$ cat config.mk
export PLATFORM = sky130hd
export DESIGN_NAME = dmem_lsu
export DESIGN_NICKNAME = d
export VERILOG_FILES = /design/src/rtl/dmem_lsu_pkg.sv /design/src/rtl/dmem_load_align.sv /design/src/rtl/dmem_lsu.sv
export SDC_FILE = /design/constraint.sdc
export NUM_CORES = 1
export LEC_CHECK = 0
export BUFFER_PORTS_ARGS = -buffer_cell sky130_fd_sc_hd__clkbuf_2
export CORE_UTILIZATION = 38
export CTS_CLUSTER_SIZE = 30
export DETAILED_ROUTE_END_ITERATION = 12
export GPL_TIMING_DRIVEN = 0
export PLACE_DENSITY = 0.7
export REMOVE_ABC_BUFFERS = 1
export SLEW_MARGIN = 25
export SYNTH_ARGS = -nofsm -noshare
export SYNTH_HDL_FRONTEND = slang
export SYNTH_HIERARCHICAL = 1
export SYNTH_SLANG_ARGS = --single-unit
$ cat constraint.sdc
create_clock -name CLK -period 3.7 [get_ports CLK]
set_clock_uncertainty 0.2 [all_clocks]
set_input_delay 0 -clock CLK [delete_from_list [all_inputs] [get_ports CLK]]
set_output_delay 0 -clock CLK [all_outputs]
set_load 0.1 [all_outputs]
$ cat src/rtl/dmem_lsu_pkg.sv
// Shared definitions for the byte-lane data memory load/store unit.
// RV32 funct3 size codes, FSM encoding and lane-address width helper.
package dmem_lsu_pkg;

  localparam logic [2:0] F3_LB  = 3'b000;
  localparam logic [2:0] F3_LH  = 3'b001;
  localparam logic [2:0] F3_LW  = 3'b010;
  localparam logic [2:0] F3_LBU = 3'b100;
  localparam logic [2:0] F3_LHU = 3'b101;
  localparam logic [2:0] F3_SB  = 3'b000;
  localparam logic [2:0] F3_SH  = 3'b001;
  localparam logic [2:0] F3_SW  = 3'b010;

  typedef enum logic [1:0] {
    ST_IDLE   = 2'd0,
    ST_RSP_LD = 2'd1,
    ST_RSP_ST = 2'd2,
    ST_RSP_ER = 2'd3
  } state_e;

  // Each bank holds one byte per word, so it is addressed by the word index.
  function automatic int lane_aw(input int addr_width);
    return addr_width - 2;
  endfunction

endpackage

$ cat src/rtl/dmem_load_align.sv
// Rotates the four bank bytes so access byte 0 lands in bits 7:0, then extends.
// Purely combinational; no state, no handshake.
module dmem_load_align
  import dmem_lsu_pkg::*;
(
  input  logic [31:0] raw,
  input  logic [1:0]  off,
  input  logic [2:0]  funct3,
  output logic [31:0] result
);

  logic [4:0]  sh_r;
  logic [5:0]  sh_l;
  logic [31:0] rot;

  assign sh_r = {off, 3'b000};
  assign sh_l = 6'd32 - {1'b0, sh_r};
  // A left shift by 32 yields zero, so off=0 degenerates to a plain copy.
  assign rot  = (raw >> sh_r) | (raw << sh_l);

  always_comb begin
    result = '0;
    case (funct3)
      F3_LB:   result = {{24{rot[7]}}, rot[7:0]};
      F3_LH:   result = {{16{rot[15]}}, rot[15:0]};
      F3_LW:   result = rot;
      F3_LBU:  result = {24'd0, rot[7:0]};
      F3_LHU:  result = {16'd0, rot[15:0]};
      default: result = '0;
    endcase
  end

endmodule

$ cat src/rtl/dmem_lsu.sv
// Load/store initiator for four byte-lane BRAM banks; one request in flight.
// Response one cycle after accept; a held response blocks new requests unless consumed.
module dmem_lsu
  import dmem_lsu_pkg::*;
#(
  parameter int ADDR_WIDTH = 8
) (
  input  logic                        CLK,
  input  logic                        RST_N,
  input  logic                        REQ_VALID,
  output logic                        REQ_READY,
  input  logic                        REQ_WE,
  input  logic [2:0]                  REQ_FUNCT3,
  input  logic [ADDR_WIDTH-1:0]       REQ_ADDR,
  input  logic [31:0]                 REQ_WDATA,
  output logic                        RSP_VALID,
  input  logic                        RSP_READY,
  output logic [31:0]                 RSP_RDATA,
  output logic                        RSP_ERR,
  output logic [4*(ADDR_WIDTH-2)-1:0] BANK_WADDR,
  output logic [4*(ADDR_WIDTH-2)-1:0] BANK_RADDR,
  output logic [3:0]                  BANK_WE,
  output logic [3:0]                  BANK_RE,
  output logic [31:0]                 BANK_DIN,
  input  logic [31:0]                 BANK_DOUT
);

  localparam int LAW = lane_aw(ADDR_WIDTH);
  localparam logic [LAW-1:0] LAST_W = '1;

  state_e         state_q, state_d;
  logic [1:0]     off_q;
  logic [2:0]     f3_q;
  logic [LAW-1:0] w, w_nx;
  logic [1:0]     off;
  logic [2:0]     size;
  logic           legal, err, accept, consume;
  logic [31:0]    ld_data;

  assign w    = REQ_ADDR[ADDR_WIDTH-1:2];
  assign off  = REQ_ADDR[1:0];
  assign w_nx = w + LAW'(1);

  always_comb begin
    size = 3'd0;
    case (REQ_FUNCT3[1:0])
      2'b00:   size = 3'd1;
      2'b01:   size = 3'd2;
      2'b10:   size = 3'd4;
      default: size = 3'd0;
    endcase
  end

  always_comb begin
    legal = 1'b0;
    if (REQ_WE)
      legal = (REQ_FUNCT3 == F3_SB) || (REQ_FUNCT3 == F3_SH) || (REQ_FUNCT3 == F3_SW);
    else
      legal = (REQ_FUNCT3 == F3_LB) || (REQ_FUNCT3 == F3_LH) || (REQ_FUNCT3 == F3_LW) ||
              (REQ_FUNCT3 == F3_LBU) || (REQ_FUNCT3 == F3_LHU);
  end

  // The last word has no successor: a crossing access there is rejected, not wrapped.
  assign err = !legal || ((w == LAST_W) && (({1'b0, off} + size) > 3'd4));

  assign RSP_VALID = (state_q != ST_IDLE);
  assign consume   = RSP_VALID && RSP_READY;
  // Gating with RST_N keeps enables dead on an edge that coincides with reset.
  assign REQ_READY = RST_N && ((state_q == ST_IDLE) || consume);
  assign accept    = REQ_VALID && REQ_READY;

  always_comb begin
    logic [1:0] k;
    logic       used;
    BANK_WADDR = '0;
    BANK_RADDR = '0;
    BANK_WE    = '0;
    BANK_RE    = '0;
    BANK_DIN   = '0;
    k          = '0;
    used       = 1'b0;
    for (int l = 0; l < 4; l++) begin
      k    = 2'(l) - off;
      used = ({1'b0, k} < size);
      // Lanes below the offset hold the bytes that spilled into the next word.
      BANK_RADDR[l*LAW +: LAW] = (used && (2'(l) < off)) ? w_nx : w;
      BANK_WADDR[l*LAW +: LAW] = (used && (2'(l) < off)) ? w_nx : w;
      BANK_DIN[l*8 +: 8]       = used ? REQ_WDATA[{k, 3'b000} +: 8] : 8'd0;
      BANK_WE[l]               = accept && !err && REQ_WE && used;
      BANK_RE[l]               = accept && !err && !REQ_WE && used;
    end
  end

  always_comb begin
    state_d = state_q;
    if (accept) begin
      if (err)         state_d = ST_RSP_ER;
      else if (REQ_WE) state_d = ST_RSP_ST;
      else             state_d = ST_RSP_LD;
    end else if (consume) begin
      state_d = ST_IDLE;
    end
  end

  always_ff @(posedge CLK or negedge RST_N) begin
    if (!RST_N) begin
      state_q <= ST_IDLE;
      off_q   <= 2'd0;
      f3_q    <= 3'd0;
    end else begin
      state_q <= state_d;
      if (accept && !err && !REQ_WE) begin
        off_q <= off;
        f3_q  <= REQ_FUNCT3;
      end
    end
  end

  dmem_load_align u_align (
    .raw    (BANK_DOUT),
    .off    (off_q),
    .funct3 (f3_q),
    .result (ld_data)
  );

  assign RSP_RDATA = (state_q == ST_RSP_LD) ? ld_data : 32'd0;
  assign RSP_ERR   = (state_q == ST_RSP_ER);

endmodule

# Yosys cells after proc, flatten, opt, wreduce, memory -nomap -nowiden
# Cells that the tools add are included.
[totals] rom_bits=0 register_bits=7 input_bits=80 latchBits=0 n_memories=0 word_cells=89 ramBits=0 output_inout_bits=123
[op_classes] mul=0 reduce_logical=34 div=0 n_addsub=7 mux=16 n_shift=6 magnitude_cmp=9 bitwise=1 n_eq_ne=13
[op_table] cell="$pmux W32 S5" n=1
[op_table] cell="$shiftx A32 B6 Y8" n=4
[op_table] cell="$mux W32" n=1
[op_table] cell="$mux W8" n=4
[op_table] cell="$or A32 B32 Y32" n=1
[op_table] cell="$shl A32 B6 Y32" n=1
[op_table] cell="$shr A32 B5 Y32" n=1
[op_table] cell="$mux W6" n=4
[op_table] cell="$logic_and A1 B1 Y1" n=19
[op_table] cell="$eq A3 B3 Y1 const B" n=4
[op_table] cell="$lt A2 B3 Y1" n=4
[op_table] cell="$pmux W3 S3" n=1
[op_table] cell="$mux W2" n=4
[op_table] cell="$add A6 B1 Y6 const B" n=1
[op_table] cell="$eq A3 B1 Y1 const B" n=2
[op_table] cell="$eq A3 B2 Y1 const B" n=2
[op_table] cell="$eq A6 B6 Y1 const B" n=1
[op_table] cell="$logic_not A3 Y1" n=2
[op_table] cell="$logic_or A1 B1 Y1" n=6
[op_table] cell="$sub A6 B5 Y6 const A" n=1
[op_table] cell="$eq A2 B1 Y1 const B" n=2
[op_table] cell="$eq A2 B2 Y1 const B" n=2
[op_table] cell="$logic_not A2 Y1" n=2
[op_table] cell="$lt A1 B2 Y1 const A" n=2
[op_table] cell="8 further kinds" n=14

# Logic depth before layout (Yosys ltp)
# Gate-level depths: netlist of the first run.
[depth] ltp_word=12 mapped_depth=15 mapped_depth_nobuf=8

# Modules after synthesis
# The synthesis of the first run kept the hierarchy.
[by_module_without_submodules] module="dmem_lsu" area_per_inst_um2=2424.8 instances=1 seq_area_each_um2=175.2 cells_each=253
[by_module_without_submodules] module="dmem_load_align" area_per_inst_um2=1290.0 instances=1 seq_area_each_um2=0.0 cells_each=181

# Worst setup path after synthesis of the first run
# OpenSTA, ideal clock, no wires.
[synth_timing] path_type="input to output" startpoint="in REQ_ADDR[0]" endpoint="out BANK_WADDR[17]" t_required_ns=3.500 arrival_ns=4.783 setup_slack_ns=-1.283 path_stages=14 path_buffers=6 path_cell_list="buf_4 -> buf_2 -> buf_2 -> inv_1 -> ha_1 -> buf_2 -> clkbuf_1 -> inv_1 -> ha_1 -> nor2b_1 -> o21ba_2 -> or3b_1 -> xnor2_1 -> buf_4"
[synth_between] elab_chain_len=4 word_cells_on_any_way=5 cone_classes="add/sub (1); order compare (2); mux (1); reduce/logical (1)"
[synth_lines] element="start: declaration" line_no="dmem_lsu.sv:14" rtl="input logic [ADDR_WIDTH-1:0] REQ_ADDR,"
[synth_lines] element="$sub A2 B2 Y2" line_no="dmem_lsu.sv:83" rtl="k = 2'(l) - off;"
[synth_lines] element="$lt A2 B3 Y1" line_no="dmem_lsu.sv:84" rtl="used = ({1'b0, k} < size);"
[synth_lines] element="$logic_and A1 B1 Y1 *"
[synth_lines] element="$mux W6 *"
[synth_lines] element="end: declaration" line_no="dmem_lsu.sv:20" rtl="output logic [4*(ADDR_WIDTH-2)-1:0] BANK_WADDR,"
# Mark *: on every way between the ends. The rest lies on a longest branch, timed or not.

# Worst setup path after layout of the first run
[layout_timing] startpoint="reg off_q[0]" endpoint="out RSP_RDATA[3]"
[layout_between] elab_chain_len=5 word_cells_on_any_way=6 cone_classes="add/sub (1); shift (2); mux (2); bitwise (1)"
[layout_lines] element="start: declaration" line_no="dmem_lsu.sv:32" rtl="logic [1:0] off_q;"
[layout_lines] element="start signal: assignment" line_no="dmem_lsu.sv:108" rtl="off_q <= 2'd0;"
[layout_lines] element="start signal: assignment" line_no="dmem_lsu.sv:113" rtl="off_q <= off;"
[layout_lines] element="$sub A6 B5 Y6" line_no="dmem_load_align.sv:17" rtl="assign sh_l = 6'd32 - {1'b0, sh_r};"
[layout_lines] element="$shl A32 B6 Y32" line_no="dmem_load_align.sv:19" rtl="assign rot = (raw >> sh_r) | (raw << sh_l);"
[layout_lines] element="$or A32 B32 Y32 *" line_no="dmem_load_align.sv:19"
[layout_lines] element="$pmux W32 S5 *" line_no="dmem_load_align.sv:23" rtl="case (funct3)"
[layout_lines] element="via ld_data[3]" line_no="dmem_lsu.sv:38" rtl="logic [31:0] ld_data;"
[layout_lines] element="$mux W32 *" line_no="dmem_lsu.sv:126" rtl="assign RSP_RDATA = (state_q == ST_RSP_LD) ? ld_data : 32'd0;"
[layout_lines] element="end: declaration" line_no="dmem_lsu.sv:18" rtl="output logic [31:0] RSP_RDATA,"
# Mark *: on every way through the listed nets, which the timed path passes. The rest lies on a longest branch.

==> results of run 1 <==
## placed cells by master (no fill, tap or decap), types with 9 or more instances in the layout
cell type	count
nor2_1	33
clkbuf_2	194
a21oi_1	20
mux4_2	32
and2_1	42
o2bb2ai_1	12
nor3_1	11
a22o_1	11
ha_1	9
mux2_2	11
a31oi_1	16
mux2i_1	23
nor2b_1	31
## metal layers
layer	up-vias	track usage
li1	1897	-
met1	1987	0.286
met2	178	0.419
met3	9	0.0458
met4	0	0.0613
met5	-	0
## through the flow
step           hold slack, ps  area, um2   util
3_5_place_dp             -336       4490  0.479
5_1_grt                   100       4690  0.501
6_report                 73.2       4690  0.501
2_1_floorplan            -496       3280      -
3_3_place_gp             -341       4450  0.475
4_1_cts                  73.3       4670  0.498
## critical path, cell delays in order (launching register included)
cell and delay [ps]:
dfrtp_2 500, buf_12 260, clkinvlp_4 150, ha_2 430
o21a_1 290, nor2_1 530, a222oi_1 230, nor2_1 120
and2_1 160, clkbuf_2 460
## cell type report
type / instances / area, um2
Multi-Input combinational cell: 351 / 3130
Timing Repair Buffer: 213 / 1140
Fill cell: 939 / 4680
Inverter: 8 / 33.8
Clock buffer: 4 / 45.0
Sequential cell: 7 / 178
Tap cell: 129 / 161
## sequential cells by signal, summed over array words and instances (netlist names)
signal / cells
off_q: 2
state_q: 2
f3_q: 3
## report_power, final
group | switching [uW] | leakage [uW] | total (uW) | internal [uW]
registers | 47.3 | 0.0000835 | 143 | 95.5
logic | 1750 | 0.00205 | 2370 | 624
clock network | 34.0 | 0.0000228 | 109 | 74.7
total | 1830 | 0.00216 | 2620 | 794
## kinds of logic after synthesis
logic type                 Yosys count  synth area share
and+or+nand+nor                    154             0.241
DFF                                  7            0.0472
buffers and inverters               77             0.125
muxes                               72             0.313
xor gates and xnor gates            15            0.0354
AOI/OAI and AO/OA                   98             0.202
adders and majority gates           11            0.0370
## worst max-delay path by stage
stage                                     from             end  slack [ps]  cells after the start
after floorplan                    REQ_ADDR[1]  BANK_RADDR[16]       -1370                      8
after global placement    off_q[0]$_DFFE_PN0P_   RSP_RDATA[17]       -1520                      8
after detailed placement           REQ_ADDR[0]  BANK_RADDR[13]        -640                     10
after CTS                          REQ_ADDR[1]   BANK_WADDR[1]          70                      8
after global routing      off_q[0]$_DFFE_PN0P_   RSP_RDATA[31]          -3                      9
final                     off_q[0]$_DFFE_PN0P_    RSP_RDATA[3]         120                      9
## timing repair
item | CTS | global route
setup buffers | 1 | 0
pin swaps | 1 | 0
hold buffers | 8 | 0
cloned | 1 | 0
resized for setup | 9 | 9
setup endpoints to repair | 73 | 12
hold endpoints to repair | 12 | 0
==> results.json, run 1 <==
{
  "ys_types": 55,
  "final_antenna_net_count": 0,
  "start_util": 0.396,
  "fin_ws_ps": 123,
  "antenna_found_initial": 0,
  "crit_arrival_ps": 3380,
  "numCtsBuffers": 3,
  "criticalPathCategory": "reg2out",
  "cp.required_ps": 3500,
  "finalCriticalPeriod_ps": 3580,
  "synth_cells": 434,
  "async_reset_ff_frac": 1.00,
  "yosysWarnings": 6,
  "report.final.setup_viol": 0,
  "p_total_uw": 2620,
  "grt_pass1_wl_mm": 19.1,
  "cts_tree": "built",
  "top_layer": "met4",
  "r2r_end": "state_q[1]$_DFFE_PN0P_",
  "die_h_um": 101,
  "syn2layout_area_growth_pct": 26.3,
  "synth_common_cells": "and2_1 (42), buf_4 (36), nor2b_1 (34)",
  "antennaDiodeCount": 0,
  "cp_max_fo": 36,
  "final_hold_viol_count": 0,
  "r2r-start": "state_q[1]$_DFFE_PN0P_",
  "dp_cells": 698,
  "worstMarginPinSlew_ps": 911,
  "core-area_um2": 9370,
  "power_density_nw_per_um2": 558,
  "yosysMostFrequentCell": "and2_1",
  "dp_hpwl_mm": 9.26,
  "synth_edf_count": 0,
  "cts_root_buf": "clkbuf_8",
  "holdCritPathClass": "in2reg",
  "dr.first_iter.drc_count": 243,
  "ys_seq_area_frac": 0.0472,
  "crit_path_end_kind": "output pin",
  "synth_area_um2": 3710,
  "grt_usage": 0.234,
  "dr_wl_met2_mm": 6.46,
  "dr_wl_met3_um": 934,
  "htree_num_levels": 1,
  "ys.flop_type": "dfrtp_1",
  "drt-met1-wl_mm": 4.97,
  "cts.reportedPaths.clkPinSlew_ps": 40,
  "finalMaxSlewViolations": 0,
  "hold_path_startpoint": "REQ_WE",
  "total_leakage_power_uw": 0.00216,
  "layout.cells.non_filler": 712,
  "avgSynthCellArea_um2": 8.56,
  "vias": 4071,
  "drc": 0,
  "clk_latency_ps": 220,
  "yosysTopAreaCell": "mux4_2",
  "num_rows": 35,
  "setup_tns_ps": 0,
  "grt_pass1_vias": 3988,
  "hold_end": "state_q[0]$_DFFE_PN0P_",
  "pre_cts_ws_ps": -642,
  "nets": 675,
  "fmax_mhz": 280,
  "ys_ff_latch": 7,
  "synth_top_area_frac": 0.194,
  "clockBufferDepth": 2,
  "grt_max_degree": 37,
  "die_area_um2": 10200,
  "start_kind": "flop",
  "rrSetupSlack_ps": 1830,
  "ios": 203,
  "ir_drop_mv": 0.428,
  "clock_sinks": 7,
  "die_x_um": 101,
  "overflow": 0,
  "place_congestion": 0.912,
  "slew_headroom": 0.391,
  "drt-pass1-iter-count": 5,
  "worstHoldPathCells": 3,
  "drive_gt1_frac": 0.484,
  "status": "complete, no violations",
  "vias_per_cell": 5.72,
  "wl_mm": 12.4,
  "fin_crit_sh": 0.967,
  "drv_cap": 0,
  "synth_area_leaders": "mux4_2 (19%), buf_4 (7.3%), and2_1 (7.1%), mux2i_1 (6.2%), nor2b_1 (5.7%)",
  "rr_worst_depth": 4,
  "numPortBuffers": 202,
  "wl_per_cell_um": 17.5
}
(Power assumes the default switching activity.)
==> run 2, diff against run 1 <==
--- a/config.mk
+++ b/config.mk
@@ -5,12 +5,13 @@
 export SDC_FILE = /design/constraint.sdc
 export NUM_CORES = 1
 export LEC_CHECK = 0
+export ABC_AREA = 1
 export BUFFER_PORTS_ARGS = -buffer_cell sky130_fd_sc_hd__clkbuf_2
 export CORE_UTILIZATION = 38
 export CTS_CLUSTER_SIZE = 30
 export DETAILED_ROUTE_END_ITERATION = 12
 export GPL_TIMING_DRIVEN = 0
-export PLACE_DENSITY = 0.7
+export PLACE_DENSITY = 0.69
 export REMOVE_ABC_BUFFERS = 1
 export SLEW_MARGIN = 25
 export SYNTH_ARGS = -nofsm -noshare
==> run 2 against run 1 <==
Non-clock buffer count stayed put. First-iteration DRC count is 2.5% higher. Power is 1.1% lower. Global-route usage is 0.10 points lower. Register-to-register slack worse by 100 ps. Critical path type unchanged.
==> results.json, run 2 <==
{
  "place_congestion": 0.854,
  "cp_max_fo": 27,
  "setup_tns_ps": 0,
  "stdcell_area_um2": 4780,
  "pre_cts_ws_ps": -901,
  "synth_edf_count": 0,
  "finalMaxSlewViolations": 0,
  "ys_ff_latch": 7,
  "crit_arrival_ps": 3270,
  "die_h_um": 103,
  "yosysTopAreaCell": "nand2_1",
  "largest_register_ffs": 3,
  "die_area_um2": 10600,
  "drt-pass1-iter-count": 7,
  "avgSynthCellArea_um2": 5.06,
  "core-area_um2": 9820,
  "fmax_mhz": 288,
  "numPortBuffers": 202,
  "finalCriticalPeriod_ps": 3470,
  "placed_area_um2": 4570,
  "htree_num_levels": 1,
  "drv_cap": 0,
  "vias": 5054,
  "yosysWarnings": 6,
  "syn2layout_area_growth_pct": 23.2,
  "final_antenna_net_count": 0,
  "biggestRegsByFlops": "f3_q x3, off_q x2, state_q x2",
  "antenna_found_initial": 0,
  "final_cell_mix": "nand2_1 (246), clkbuf_2 (181), nor2_1 (109)",
  "criticalPathCategory": "reg2out",
  "synth_cells": 767,
  "fin_crit_sh": 0.937,
  "num_rows": 36,
  "fin_ws_ps": 233,
  "synth_area_leaders": "nand2_1 (24%), nor2_1 (11%), inv_1 (9.7%), o21ai_0 (8.1%), buf_4 (6.4%)",
  "grt_pass1_wl_mm": 20.0,
  "grt_usage": 0.233,
  "dr.first_iter.drc_count": 249,
  "wl_mm": 12.7,
  "numCtsBuffers": 3,
  "wl_per_cell_um": 12.1,
  "report.final.setup_viol": 0,
  "yosysMostFrequentCell": "nand2_1",
  "dp_hpwl_mm": 9.27,
  "power_density_nw_per_um2": 542,
  "holdCritPathClass": "in2reg",
  "final_hold_viol_count": 0,
  "synth_area_um2": 3880,
  "total_leakage_power_uw": 0.00296,
  "ir_drop_mv": 0.293,
  "synth_top_area_frac": 0.239,
  "final_common_cell": "nand2_1",
  "clockBufferDepth": 2,
  "ys_seq_area_frac": 0.0451,
  "rsz0062_at_grt": "no",
  "cts.reportedPaths.clkPinSlew_ps": 40,
  "async_reset_ff_frac": 1.00,
  "cp.required_ps": 3500,
  "clock_sinks": 7,
  "vias_per_cell": 4.82,
  "worstMarginPinSlew_ps": 785,
  "top_register": "f3_q",
  "die_x_um": 103,
  "crit_path_end_kind": "output pin",
  "cts_root_buf": "clkbuf_8",
  "grt_max_degree": 43,
  "start_kind": "flop",
  "antennaDiodeCount": 0,
  "status": "complete, no violations",
  "ios": 203,
  "grt_pass1_vias": 4297,
  "ys_types": 35,
  "overflow": 0,
  "drc": 0,
  "ys.flop_type": "dfrtp_1",
  "clk_latency_ps": 220,
  "synth_common_cells": "nand2_1 (247), nor2_1 (109), inv_1 (100)",
  "slew_headroom": 0.475,
  "cts_tree": "built",
  "drive_gt1_frac": 0.295,
  "start_util": 0.395,
  "nets": 1007
}
==> run 2: cell count changes after synthesis, sizes merged, moves of 12 or more <==
| cell | delta |
|---|---|
| mux4 | -32 |
| nand2 | +258 |
| mux2i | -22 |
| o21ai | +68 |
| a31oi | -16 |
| nand3 | +58 |
| nor2b | -35 |
| inv | +97 |
| nor2 | +80 |
| and2 | -42 |
| mux2 | -17 |
| o2bb2ai | -12 |
==> run 2: path summary, 6_finish.rpt <==
| check | startpoint | to | slack [ps] | cells past startpoint |
|---|---|---|---|---|
| min in group asynchronous | RST_N | f3_q[2]$_DFFE_PN0P_ | 570 | 3 |
| hold reg to reg | f3_q[1]$_DFFE_PN0P_ | f3_q[1]$_DFFE_PN0P_ | 330 | 2 |
| hold / removal | REQ_VALID | state_q[1]$_DFFE_PN0P_ | 50 | 5 |
| setup reg to reg | state_q[0]$_DFFE_PN0P_ | f3_q[2]$_DFFE_PN0P_ | 1730 | 6 |
| setup / recovery | off_q[1]$_DFFE_PN0P_ | RSP_RDATA[31] | 230 | 10 |
| max in group asynchronous | RST_N | off_q[1]$_DFFE_PN0P_ | 2470 | 3 |
==> run 2: layer usage <==
layer | routed length [um] | global-route usage | part of all wire | vias to the layer above
met5 | 0 | 0 | 0 | -
met3 | 982 | 0.0108 | 0.077 | 12
met2 | 6200 | 0.422 | 0.49 | 218
met4 | 176 | 0.0618 | 0.014 | 0
met1 | 5330 | 0.300 | 0.42 | 2180
li1 | - | - | - | 2644
==> run 2: final cells by class <==
type / instances / area (um2)
well taps: 133 / 166
repair inverters: 2 / 10.0
flip-flops and latches: 7 / 180
multi-input cells: 582 / 2820
inverters: 107 / 419
repair buffers: 213 / 1140
fillers: 1121 / 5040
clock buffers: 4 / 45.0
==> run 2: worst max-delay path, stage by stage (launching register included) <==
cell and delay, ps:
dfrtp_4 640, clkinvlp_4 350, ha_1 470, o21ai_4 410, nand2_2 110, nand2_2 90
nand2_4 200, nand3_2 150, inv_1 50, nor2_1 100, clkbuf_2 480
==> run 2: what timing repair did <==
item,4_1_cts,5_1_grt
setup endpoints to repair,54,32
hold buffers,9,0
gates cloned,2,0
endpoints found under the hold margin,14,0
resized for setup,10,27
buffers inserted,1,0
==> run 2: per-stage QoR <==
stage	utilization	hold WS (ps)	power, uW	cells
5_1_grt	0.487	97.9	2780	1048
3_5_place_dp	0.466	-344	2440	1032
4_1_cts	0.484	43.8	2590	1048
3_3_place_gp	0.463	-344	2430	1031
2_1_floorplan	-	-496	1970	696
6_report	0.487	51.9	2590	1048
==> run 2: cells by family after synthesis <==
group           after synthesis  synth area share
compound gates              105             0.153
xor+xnor                      6            0.0135
fa+ha+maj                    11            0.0354
buf+inv                     178             0.237
flops                         7            0.0451
mux                           1           0.00258
simple gates                459             0.514
==> run 2: power breakdown <==
group,switching (uW),internal [uW]
sequential,47.5,95.1
clock,29.9,74.3
combinational,1880,470
total,1950,639
